--- config.mk ---
export PLATFORM = sky130hd
export DESIGN_NAME = operand_sequencer
export DESIGN_NICKNAME = d
export VERILOG_FILES = /design/src/rtl/seq_pkg.sv /design/src/rtl/operand_fifo.sv /design/src/rtl/operand_sequencer.sv
export SDC_FILE = /design/constraint.sdc
export NUM_CORES = 1
export LEC_CHECK = 0
export CORE_UTILIZATION = 46
export DETAILED_ROUTE_END_ITERATION = 10
export GPL_ROUTABILITY_DRIVEN = 1
export PLACE_DENSITY_LB_ADDON = 0.2
export RECOVER_POWER = 50
export REMOVE_ABC_BUFFERS = 1
export SETUP_SLACK_MARGIN = 0.15
export SLEW_MARGIN = 15
export SYNTH_ARGS = -nofsm -noshare
export SYNTH_HDL_FRONTEND = slang
export SYNTH_SLANG_ARGS = --single-unit
export TNS_END_PERCENT = 10
--- constraint.sdc ---
create_clock -name clk -period 3 [get_ports clk]
set_clock_uncertainty 0.1 [all_clocks]
set_input_delay 0.3 -clock clk [delete_from_list [all_inputs] [get_ports clk]]
set_output_delay 0.3 -clock clk [all_outputs]
set_load 0.005 [all_outputs]
--- src/rtl/seq_pkg.sv ---
// rtl/seq_pkg.sv - shared state encoding, default widths and operand-set type for operand_sequencer
package seq_pkg;

  localparam int SEQ_W  = 16;
  localparam int SEQ_KW = 8;

  typedef enum logic [1:0] {
    S_IDLE,
    S_LOAD,
    S_RUN,
    S_DONE
  } seq_state_e;

  typedef struct packed {
    logic [SEQ_W-1:0]  a;
    logic [SEQ_W-1:0]  b;
    logic [SEQ_W-1:0]  c;
    logic [SEQ_KW-1:0] k;
  } operand_set_t;

  // Watchdog is never narrower than 8 bits so small TIMEOUT values still fit.
  function automatic int wd_width(input int timeout);
    int w;
    w = $clog2(timeout + 1);
    return (w > 8) ? w : 8;
  endfunction

endpackage

--- src/rtl/operand_fifo.sv ---
// rtl/operand_fifo.sv - synchronous FIFO of operand sets with push/pop/full/empty/level
module operand_fifo
  import seq_pkg::*;
#(
  parameter type T     = operand_set_t,
  parameter int  DEPTH = 4
) (
  input  logic                   clk,
  input  logic                   rst,
  input  logic                   push_i,
  input  T                       wdata_i,
  output logic                   full_o,
  input  logic                   pop_i,
  output T                       rdata_o,
  output logic                   empty_o,
  output logic [$clog2(DEPTH):0] level_o
);

  localparam int AW = $clog2(DEPTH);

  T              mem_q [DEPTH];
  logic [AW-1:0] wr_ptr_q, wr_ptr_d;
  logic [AW-1:0] rd_ptr_q, rd_ptr_d;
  logic [AW:0]   count_q, count_d;
  logic          do_push;
  logic          do_pop;

  assign full_o  = (count_q == (AW+1)'(DEPTH));
  assign empty_o = (count_q == '0);

  // A full FIFO refuses the push even when a pop frees a slot in the same cycle.
  assign do_push = push_i && !full_o;
  assign do_pop  = pop_i && !empty_o;

  always_comb begin
    wr_ptr_d = wr_ptr_q;
    rd_ptr_d = rd_ptr_q;
    count_d  = count_q;
    if (do_push) begin
      wr_ptr_d = wr_ptr_q + AW'(1);
    end
    if (do_pop) begin
      rd_ptr_d = rd_ptr_q + AW'(1);
    end
    case ({do_push, do_pop})
      2'b10:   count_d = count_q + (AW+1)'(1);
      2'b01:   count_d = count_q - (AW+1)'(1);
      default: count_d = count_q;
    endcase
  end

  always_ff @(posedge clk or posedge rst) begin
    if (rst) begin
      wr_ptr_q <= '0;
      rd_ptr_q <= '0;
      count_q  <= '0;
    end else begin
      wr_ptr_q <= wr_ptr_d;
      rd_ptr_q <= rd_ptr_d;
      count_q  <= count_d;
    end
  end

  always_ff @(posedge clk) begin
    if (do_push) begin
      mem_q[wr_ptr_q] <= wdata_i;
    end
  end

  assign rdata_o = mem_q[rd_ptr_q];
  assign level_o = count_q;

endmodule

--- src/rtl/operand_sequencer.sv ---
// rtl/operand_sequencer.sv - queues operand sets and issues them to the core over inicio/pronto
// Define SEQ_TIMEOUT_EN to abort a job that stays in RUN for TIMEOUT cycles.
module operand_sequencer
  import seq_pkg::*;
#(
  parameter int W       = SEQ_W,
  parameter int KW      = SEQ_KW,
  parameter int DEPTH   = 4,
  parameter int TIMEOUT = 255
) (
  input  logic                   clk,
  input  logic                   rst,
  input  logic                   in_valid,
  output logic                   in_ready,
  input  logic [W-1:0]           in_a,
  input  logic [W-1:0]           in_b,
  input  logic [W-1:0]           in_c,
  input  logic [KW-1:0]          in_k,
  output logic [W-1:0]           core_a,
  output logic [W-1:0]           core_b,
  output logic [W-1:0]           core_c,
  output logic [KW-1:0]          core_k,
  output logic                   core_inicio,
  input  logic                   core_pronto,
  input  logic [W-1:0]           core_resultado,
  output logic                   out_valid,
  input  logic                   out_ready,
  output logic [W-1:0]           out_resultado,
  output logic                   out_timeout,
  output logic [$clog2(DEPTH):0] level
);

  typedef struct packed {
    logic [W-1:0]  a;
    logic [W-1:0]  b;
    logic [W-1:0]  c;
    logic [KW-1:0] k;
  } op_t;

  seq_state_e   state_q, state_d;
  op_t          fifo_wdata, fifo_rdata;
  op_t          ops_q, ops_d;
  logic [W-1:0] res_q, res_d;
  logic         fifo_full, fifo_empty;
  logic         pop;
  logic         capture;
  logic         abort;
  logic         timeout_hit;

  assign fifo_wdata = '{a: in_a, b: in_b, c: in_c, k: in_k};

  operand_fifo #(
    .T     (op_t),
    .DEPTH (DEPTH)
  ) u_fifo (
    .clk     (clk),
    .rst     (rst),
    .push_i  (in_valid),
    .wdata_i (fifo_wdata),
    .full_o  (fifo_full),
    .pop_i   (pop),
    .rdata_o (fifo_rdata),
    .empty_o (fifo_empty),
    .level_o (level)
  );

  assign in_ready = !fifo_full;

  always_comb begin
    state_d = state_q;
    pop     = 1'b0;
    capture = 1'b0;
    abort   = 1'b0;
    case (state_q)
      S_IDLE: begin
        if (!fifo_empty) begin
          pop     = 1'b1;
          state_d = S_LOAD;
        end
      end
      S_LOAD: state_d = S_RUN;
      S_RUN: begin
        // A result arriving on the same cycle as the watchdog expiry wins.
        if (core_pronto) begin
          capture = 1'b1;
          state_d = S_DONE;
        end else if (timeout_hit) begin
          abort   = 1'b1;
          state_d = S_DONE;
        end
      end
      S_DONE: begin
        if (out_ready) begin
          state_d = S_IDLE;
        end
      end
      default: state_d = S_IDLE;
    endcase
  end

  always_comb begin
    ops_d = ops_q;
    res_d = res_q;
    if (pop) begin
      ops_d = fifo_rdata;
    end
    if (capture) begin
      res_d = core_resultado;
    end else if (abort) begin
      res_d = '0;
    end
  end

  always_ff @(posedge clk or posedge rst) begin
    if (rst) begin
      state_q <= S_IDLE;
      ops_q   <= '0;
      res_q   <= '0;
    end else begin
      state_q <= state_d;
      ops_q   <= ops_d;
      res_q   <= res_d;
    end
  end

`ifdef SEQ_TIMEOUT_EN
  localparam int WDW = wd_width(TIMEOUT);

  logic [WDW-1:0] wd_q, wd_d;
  logic           tmo_q, tmo_d;

  // The counter sits at zero outside RUN, so it is already cleared on entry.
  always_comb begin
    wd_d  = (state_q == S_RUN) ? wd_q + WDW'(1) : '0;
    tmo_d = tmo_q;
    if (capture) begin
      tmo_d = 1'b0;
    end else if (abort) begin
      tmo_d = 1'b1;
    end
  end

  assign timeout_hit = (state_q == S_RUN) && (wd_q == WDW'(TIMEOUT - 1));

  always_ff @(posedge clk or posedge rst) begin
    if (rst) begin
      wd_q  <= '0;
      tmo_q <= 1'b0;
    end else begin
      wd_q  <= wd_d;
      tmo_q <= tmo_d;
    end
  end

  assign out_timeout = tmo_q;
`else
  logic unused_timeout;
  assign unused_timeout = ^TIMEOUT;
  assign timeout_hit    = 1'b0;
  assign out_timeout    = 1'b0;
`endif

  assign core_a        = ops_q.a;
  assign core_b        = ops_q.b;
  assign core_c        = ops_q.c;
  assign core_k        = ops_q.k;
  assign core_inicio   = (state_q == S_RUN);
  assign out_valid     = (state_q == S_DONE);
  assign out_resultado = res_q;

endmodule

# Word level (Yosys, flattened, before mapping)
# Memories as Yosys holds them, arrays and structs flattened. A register that Yosys moved wholly into a read port is not among the register bits.
# Cells that the tools add are included.
classes:
  bitwise_logic: 0
  shift: 0
  mux: 12
  div_mod_pow: 0
  mul: 0
  order_cmp: 0
  eq_ne: 9
  reduce_logical: 8
  addsub: 4
op_table:
  columns: ["cell", "n"]
  rows:
  - ["two-way mux 16 bit", 1]
  - ["case mux 2 bit (4 select lines)", 1]
  - ["== test 2 bit (second input constant)", 3]
  - ["two-way mux 1 bit", 6]
  - ["two-way mux 2 bit", 3]
  - ["case mux 3 bit (2 select lines)", 1]
  - ["adder 2 x 1 -> 2 bit (second input constant)", 2]
  - ["== test 2 x 1 -> 1 bit (second input constant)", 2]
  - ["!= test 2 x 1 -> 1 bit (second input constant)", 2]
  - ["adder 3 x 1 -> 3 bit (second input constant)", 1]
  - ["== test 3 bit (second input constant)", 1]
  - ["logical NOT 3 bit", 1]
  - ["AND reduction 3 bit", 1]
  - ["subtractor 3 x 1 -> 3 bit (second input constant)", 1]
  - ["logical AND 1 bit", 2]
  - ["logical NOT 1 bit", 2]
  - ["logical NOT 2 bit", 1]
  - ["!= test 2 bit (second input constant)", 1]
  - ["nonzero test 2 bit", 1]
totals:
  mem_count: 1
  reg_bits: 25
  rom_bits: 0
  in_bits: 77
  out_inout_bits: 79
  mem_bits_rw: 224
  elab_cells: 39
  latchBits: 0
mem_list:
  columns: ["memory", "depth", "width", "rd", "rd_ports_with_merged_regs", "write_ports", "line_no", "source"]
  rows:
  - ["u_fifo.mem_q", 4, 56, 1, 1, 1, "operand_fifo.sv:21", "T mem_q [DEPTH];"]

# Depth between registers and ports, before layout
logic_depth:
  depth_word: 6
  depth_mapped: 10
  mapped_depth_nobuf: 9

# Modules after synthesis
# A second synthesis with hierarchy kept.
hier_totals:
  cells_unflattened: 503
  hier_area_um2: 11539.8
modules_own_cells:
  columns: ["mod", "cells_per_inst", "instances", "seq_area_each_um2", "area_each_um2"]
  rows:
  - ["operand_fifo", 331, 1, 6901.6, 8529.4]
  - ["operand_sequencer", 172, 1, 1851.8, 3010.4]

# Worst setup path after synthesis
# OpenSTA, ideal clock, no wires.
synth_path:
  kind: "flip-flop to flip-flop"
  startpoint: "reg u_fifo.count_q[2], in the netlist u_fifo.level_o[2]"
  endpoint: "mem u_fifo.mem_q[0][0] (netlist bit) (enable)"
  required_time_ns: 2.480
  arrival_ns: 2.072
  period_less_slack_ns: 2.592
  setup_ns: 0.420
  setup_slack_ns: 0.408
  path_stages_with_launch: 3
  path_buffers: 0
  path_cell_list: "dfrtp_1 or3b_4 and3_1"
synth_between:
  elab_chain_len: 5
synth_lines:
  columns: ["element", "line_no", "source"]
  rows:
  - ["start, declared", "operand_fifo.sv:24", "logic [AW:0] count_q, count_d;"]
  - ["start signal, assigned", "operand_fifo.sv:60", "count_q <= count_d;"]
  - ["== test 3 bit", "operand_fifo.sv:28", "assign full_o = (count_q == (AW+1)'(DEPTH));"]
  - ["logical NOT 1 bit", null, null]
  - ["named net in_ready", "operand_sequencer.sv:14", "output logic in_ready,"]
  - ["logical AND 1 bit", "operand_fifo.sv:32", "assign do_push = push_i && !full_o;"]
  - ["two-way mux 1 bit", "operand_fifo.sv:65", "if (do_push) begin"]
  - ["two-way mux 1 bit (implied by the code)", "operand_fifo.sv:66", "mem_q[wr_ptr_q] <= wdata_i;"]
  - ["end, declared", "operand_fifo.sv:21", null]
# The timed path passes the listed nets, and every way through them passes these cells.

# Final worst setup path
layout_path:
  startpoint: "reg u_fifo.count_q[0], in the netlist u_fifo.level_o[0]"
  endpoint: "reg u_fifo.count_q[1], in the netlist u_fifo.level_o[1]"
layout_between:
  elab_chain_len: 6
  word_cells_on_any_way: 14
  cone_classes: "add/sub: 2; eq/ne: 3; mux: 3; reduce/logical: 6"
layout_lines:
  columns: ["element", "line_no", "source"]
  rows:
  - ["logical NOT 3 bit", "operand_fifo.sv:29", "assign empty_o = (count_q == '0);"]
  - ["two-way mux 1 bit", "operand_sequencer.sv:76", "if (!fifo_empty) begin"]
  - ["two-way mux 1 bit", "operand_sequencer.sv:74", "case (state_q)"]
  - ["logical AND 1 bit", "operand_fifo.sv:33", "assign do_pop = pop_i && !empty_o;"]
  - ["== test 2 x 1 -> 1 bit or == test 2 bit (tied branches)", "operand_fifo.sv:45", "case ({do_push, do_pop})"]
  - ["case mux 3 bit (2 select lines) *", "operand_fifo.sv:45", null]
  - ["named net u_fifo.count_d[1]", "operand_fifo.sv:24", null]
# Mark *: on every way through the listed nets, which the timed path passes. The rest lies on a longest branch.
# A chain may end at the register's enable or synchronous reset.

==> reports/qor.csv <==
stage,metric,value,unit
status,status,"finished, violations left",
status,failing checks,"capacitance limit, slew limit",
pwr,leak pwr,5.382,nW
critical_path,Crit path buffers/inverters,1,
critical_path,Worst EP required,3.32,ns
finish,Finished Layout Cells,1142,
critical_path,critical-path maximum fanout,6,
critical_path,CP endpoint kind,flop,
cts,post-CTS setup buffers,0,
cts,clock sinks,305,
global_routing,pin count of the biggest net entering global routing,58,
synthesis,post-synthesis cell area,11350,um2
synthesis,Gate Count Post-Synth,615,
critical_path,Critical-path top delay cell,dfrtp_1,
hold_path,Hold Crit Class,in -> reg,
cts,clock-pin slew on the worst setup and hold paths,0.06,ns
cts,CTS buffer count,31,
sta,crit path time final,2.428,ns
sta,relative slew slack,-0.1704,
sta,Final setup violation count,0,
sta,RSZ-0062 raised after global routing,no,
critical_path,Arrival @ worst endpoint,2.75,ns
pwr,combinational share of power,0.290,
finish,share of cells above drive strength 1,0.1885,
cts,CTS Hold Bufs,0,
synthesis,synthesis-stage register bit count,305,
critical_path,max incr delay on CP,0.48,ns
finish,most frequent cells in the layout,"edfxtp_1 (224), nand2_1 (170), clkdlybuf4s50_1 (97)",
sta,Final Max Tran Viols,32,
pwr,Power Internal,0.01062,W
placement,DP HPWL,13240,um
drt,Post-Route WL,21750,um
die,Ports,156,
finish,design area,14440,um2
drt,antenna violation net count after detailed routing,0,
placement,routability cong.,0.7418,
sta,worst slew pin tran,1.746,ns
synthesis,Yosys cell types,27,
sta,final hold vios,0,
cts,clock root cell,clkbuf_16,
global_routing,GRT Util Overall,0.1796,
die,# rows,57,
pwr,PD cells,1025,nW/um2
sta,period utilization,0.8093,
die,die area,25300,um2
drt,drt first pass iters,4,
cts,Clock H-tree levels,1,
pwr,total power,0.01480,W
pwr,register share of total power,0.436,
finish,Fill cells,1846,
pwr,maximum vdd ir drop,0.6392,mV
drt,Vias/cell,5.055,
synthesis,post-synthesis sequential area ratio,0.7712,
finish,post-layout util,0.5954,
critical_path,Critical Path Start Type,flop,
synthesis,Syn Area/Cell,18.45,um2
synthesis,yosys warns,0,
global_routing,GRT overflow,0,
cts,Resized cells post-CTS,0,
cts,Max clock buf depth,3,
drt,DR vias,5773,
placement,placed cell area,13340,um2
drt,initial DRC count,271,
drt,DR WL/cell,19.05,um
critical_path,"CP delay by family, top",simple AND/OR/NAND/NOR gates,
die,die width,159.1,um
die,Chip Height,159.1,um
critical_path,worst path cell trace,or3b_1 > and2_0 > inv_1 > ha_1 > fa_1 > mux2_2,
finish,Layout Nets,880,
job,max-cap violation count,1,
finish,Layout area overhead,27.20,%
cts,CTS tree,yes,
pwr,switching portion of total power,0.2824,
pwr,Clock Power Share,0.274,
sta,final setup margin,0.5720,ns
finish,"most common cell after layout, fill and taps aside",edfxtp_1,
cts,clk_lat worst skew,0.54,ns
global_routing,first-pass GRT wire length,35200,um
global_routing,initial antenna violation count,2,
critical_path,crit path kind,reg -> reg,
sta,Max Clock Freq,411.9,MHz
die,Initial Util,0.4681,
placement,setup slack at placement,0.6386,ns
global_routing,via count of the first global-routing pass,6338,
placement,PortBufs,154,
die,Core Footprint,24250,um2
pwr,switching power,0.004180,W
placement,Placed Instances,1084,
drt,Post-route DRC,0,
-- stage by stage --
stage | hold slack (ns) | setup TNS, ns
2_1_floorplan | 0.2989 | -51.98
3_3_place_gp | 0.3589 | 0
3_5_place_dp | 0.3609 | 0
4_1_cts | 0.06384 | 0
5_1_grt | 0.2711 | 0
6_report | 0.2777 | 0
-- cells by family after synthesis --
logic type                 count (synthesis)  synth area share
AOI/OAI and AO/OA                          2          0.001984
xor gates and xnor gates                   6          0.004630
adders and majority gates                 10           0.01169
buffers and inverters                     36           0.01764
DFF                                      305            0.7712
muxes                                     76            0.1312
other                                      1         0.0003304
and+or+nand+nor                          179           0.06129
-- metal layers --
metal  track usage  up-vias  wire [um]
li1              -     2636          -
met1        0.2449     2917       9345
met2        0.2980      190      10580
met3       0.03959       28       1503
met4       0.04065        2        314
met5             0        -         13
-- sequential cells by signal, indices dropped and copies added (netlist names) --
register and count:
u_fifo.mem_q 224, u_fifo.rd_ptr_q 2, u_fifo.wr_ptr_q 2, u_fifo.level_o 3
core_c 16, core_b 16, core_k 8, state_q 2
core_a 16, out_resultado 16
-- power groups by stage --
stage,sequential [W],clock [W],combinational (W)
2_1_floorplan,0.00655,0,0.00230
3_3_place_gp,0.00648,0,0.00433
3_5_place_dp,0.00655,0,0.00443
4_1_cts,0.00648,0.00414,0.00445
5_1_grt,0.00660,0.00431,0.00474
6_report,0.00645,0.00405,0.00430
-- cell usage after synthesis (all sizes together) --
cell / instances / area (um2)
ha: 9 / 112.6
a222oi: 1 / 10.01
and3: 4 / 25.02
mux2: 19 / 217.7
o31ai: 1 / 12.51
nor2: 2 / 7.510
nor3: 1 / 5.000
mux4: 56 / 1261
dfrtp: 81 / 2027
clkbuf: 7 / 26.28
inv: 9 / 33.78
xor2: 1 / 8.760
nand2: 170 / 638.1
conb: 1 / 3.750
xnor2: 5 / 43.79
edfxtp: 224 / 6726
mux2i: 1 / 10.01
and2: 1 / 8.760
buf: 20 / 140.1
or3b: 1 / 11.26
fa: 1 / 20.02
-- cell type report --
cell class	instances	area, um2	area share
diodes	1	2.502	0.0001733
clock buffers	34	817.0	0.05660
clock inverters	23	289.0	0.02002
inverters	9	35.03	0.002427
multi-input cells	274	2412	0.1671
flip-flops and latches	305	8761	0.6069
well taps	324	405.4	0.02808
repair buffers	172	1714	0.1187
-- worst paths after layout --
| path | start | end | slack [ns] | cells after the start |
|---|---|---|---|---|
| min reg2reg | core_a[11]$_DFFE_PP0P_ | core_a[11]$_DFFE_PP0P_ | 0.37 | 2 |
| max in group asynchronous | rst | u_fifo.rd_ptr_q[0]$_DFFE_PP0P_ | 1.30 | 3 |
| max reg2reg | u_fifo.level_o[0]$_DFFE_PP0P_ | u_fifo.level_o[1]$_DFFE_PP0P_ | 0.57 | 6 |
| min in group asynchronous | rst | core_b[8]$_DFFE_PP0P_ | 0.55 | 2 |
| min | core_resultado[11] | out_resultado[11]$_DFFE_PP0P_ | 0.28 | 2 |
| max | u_fifo.level_o[0]$_DFFE_PP0P_ | u_fifo.level_o[1]$_DFFE_PP0P_ | 0.57 | 6 |
No activity file was read; power rests on OpenSTA's default activity.
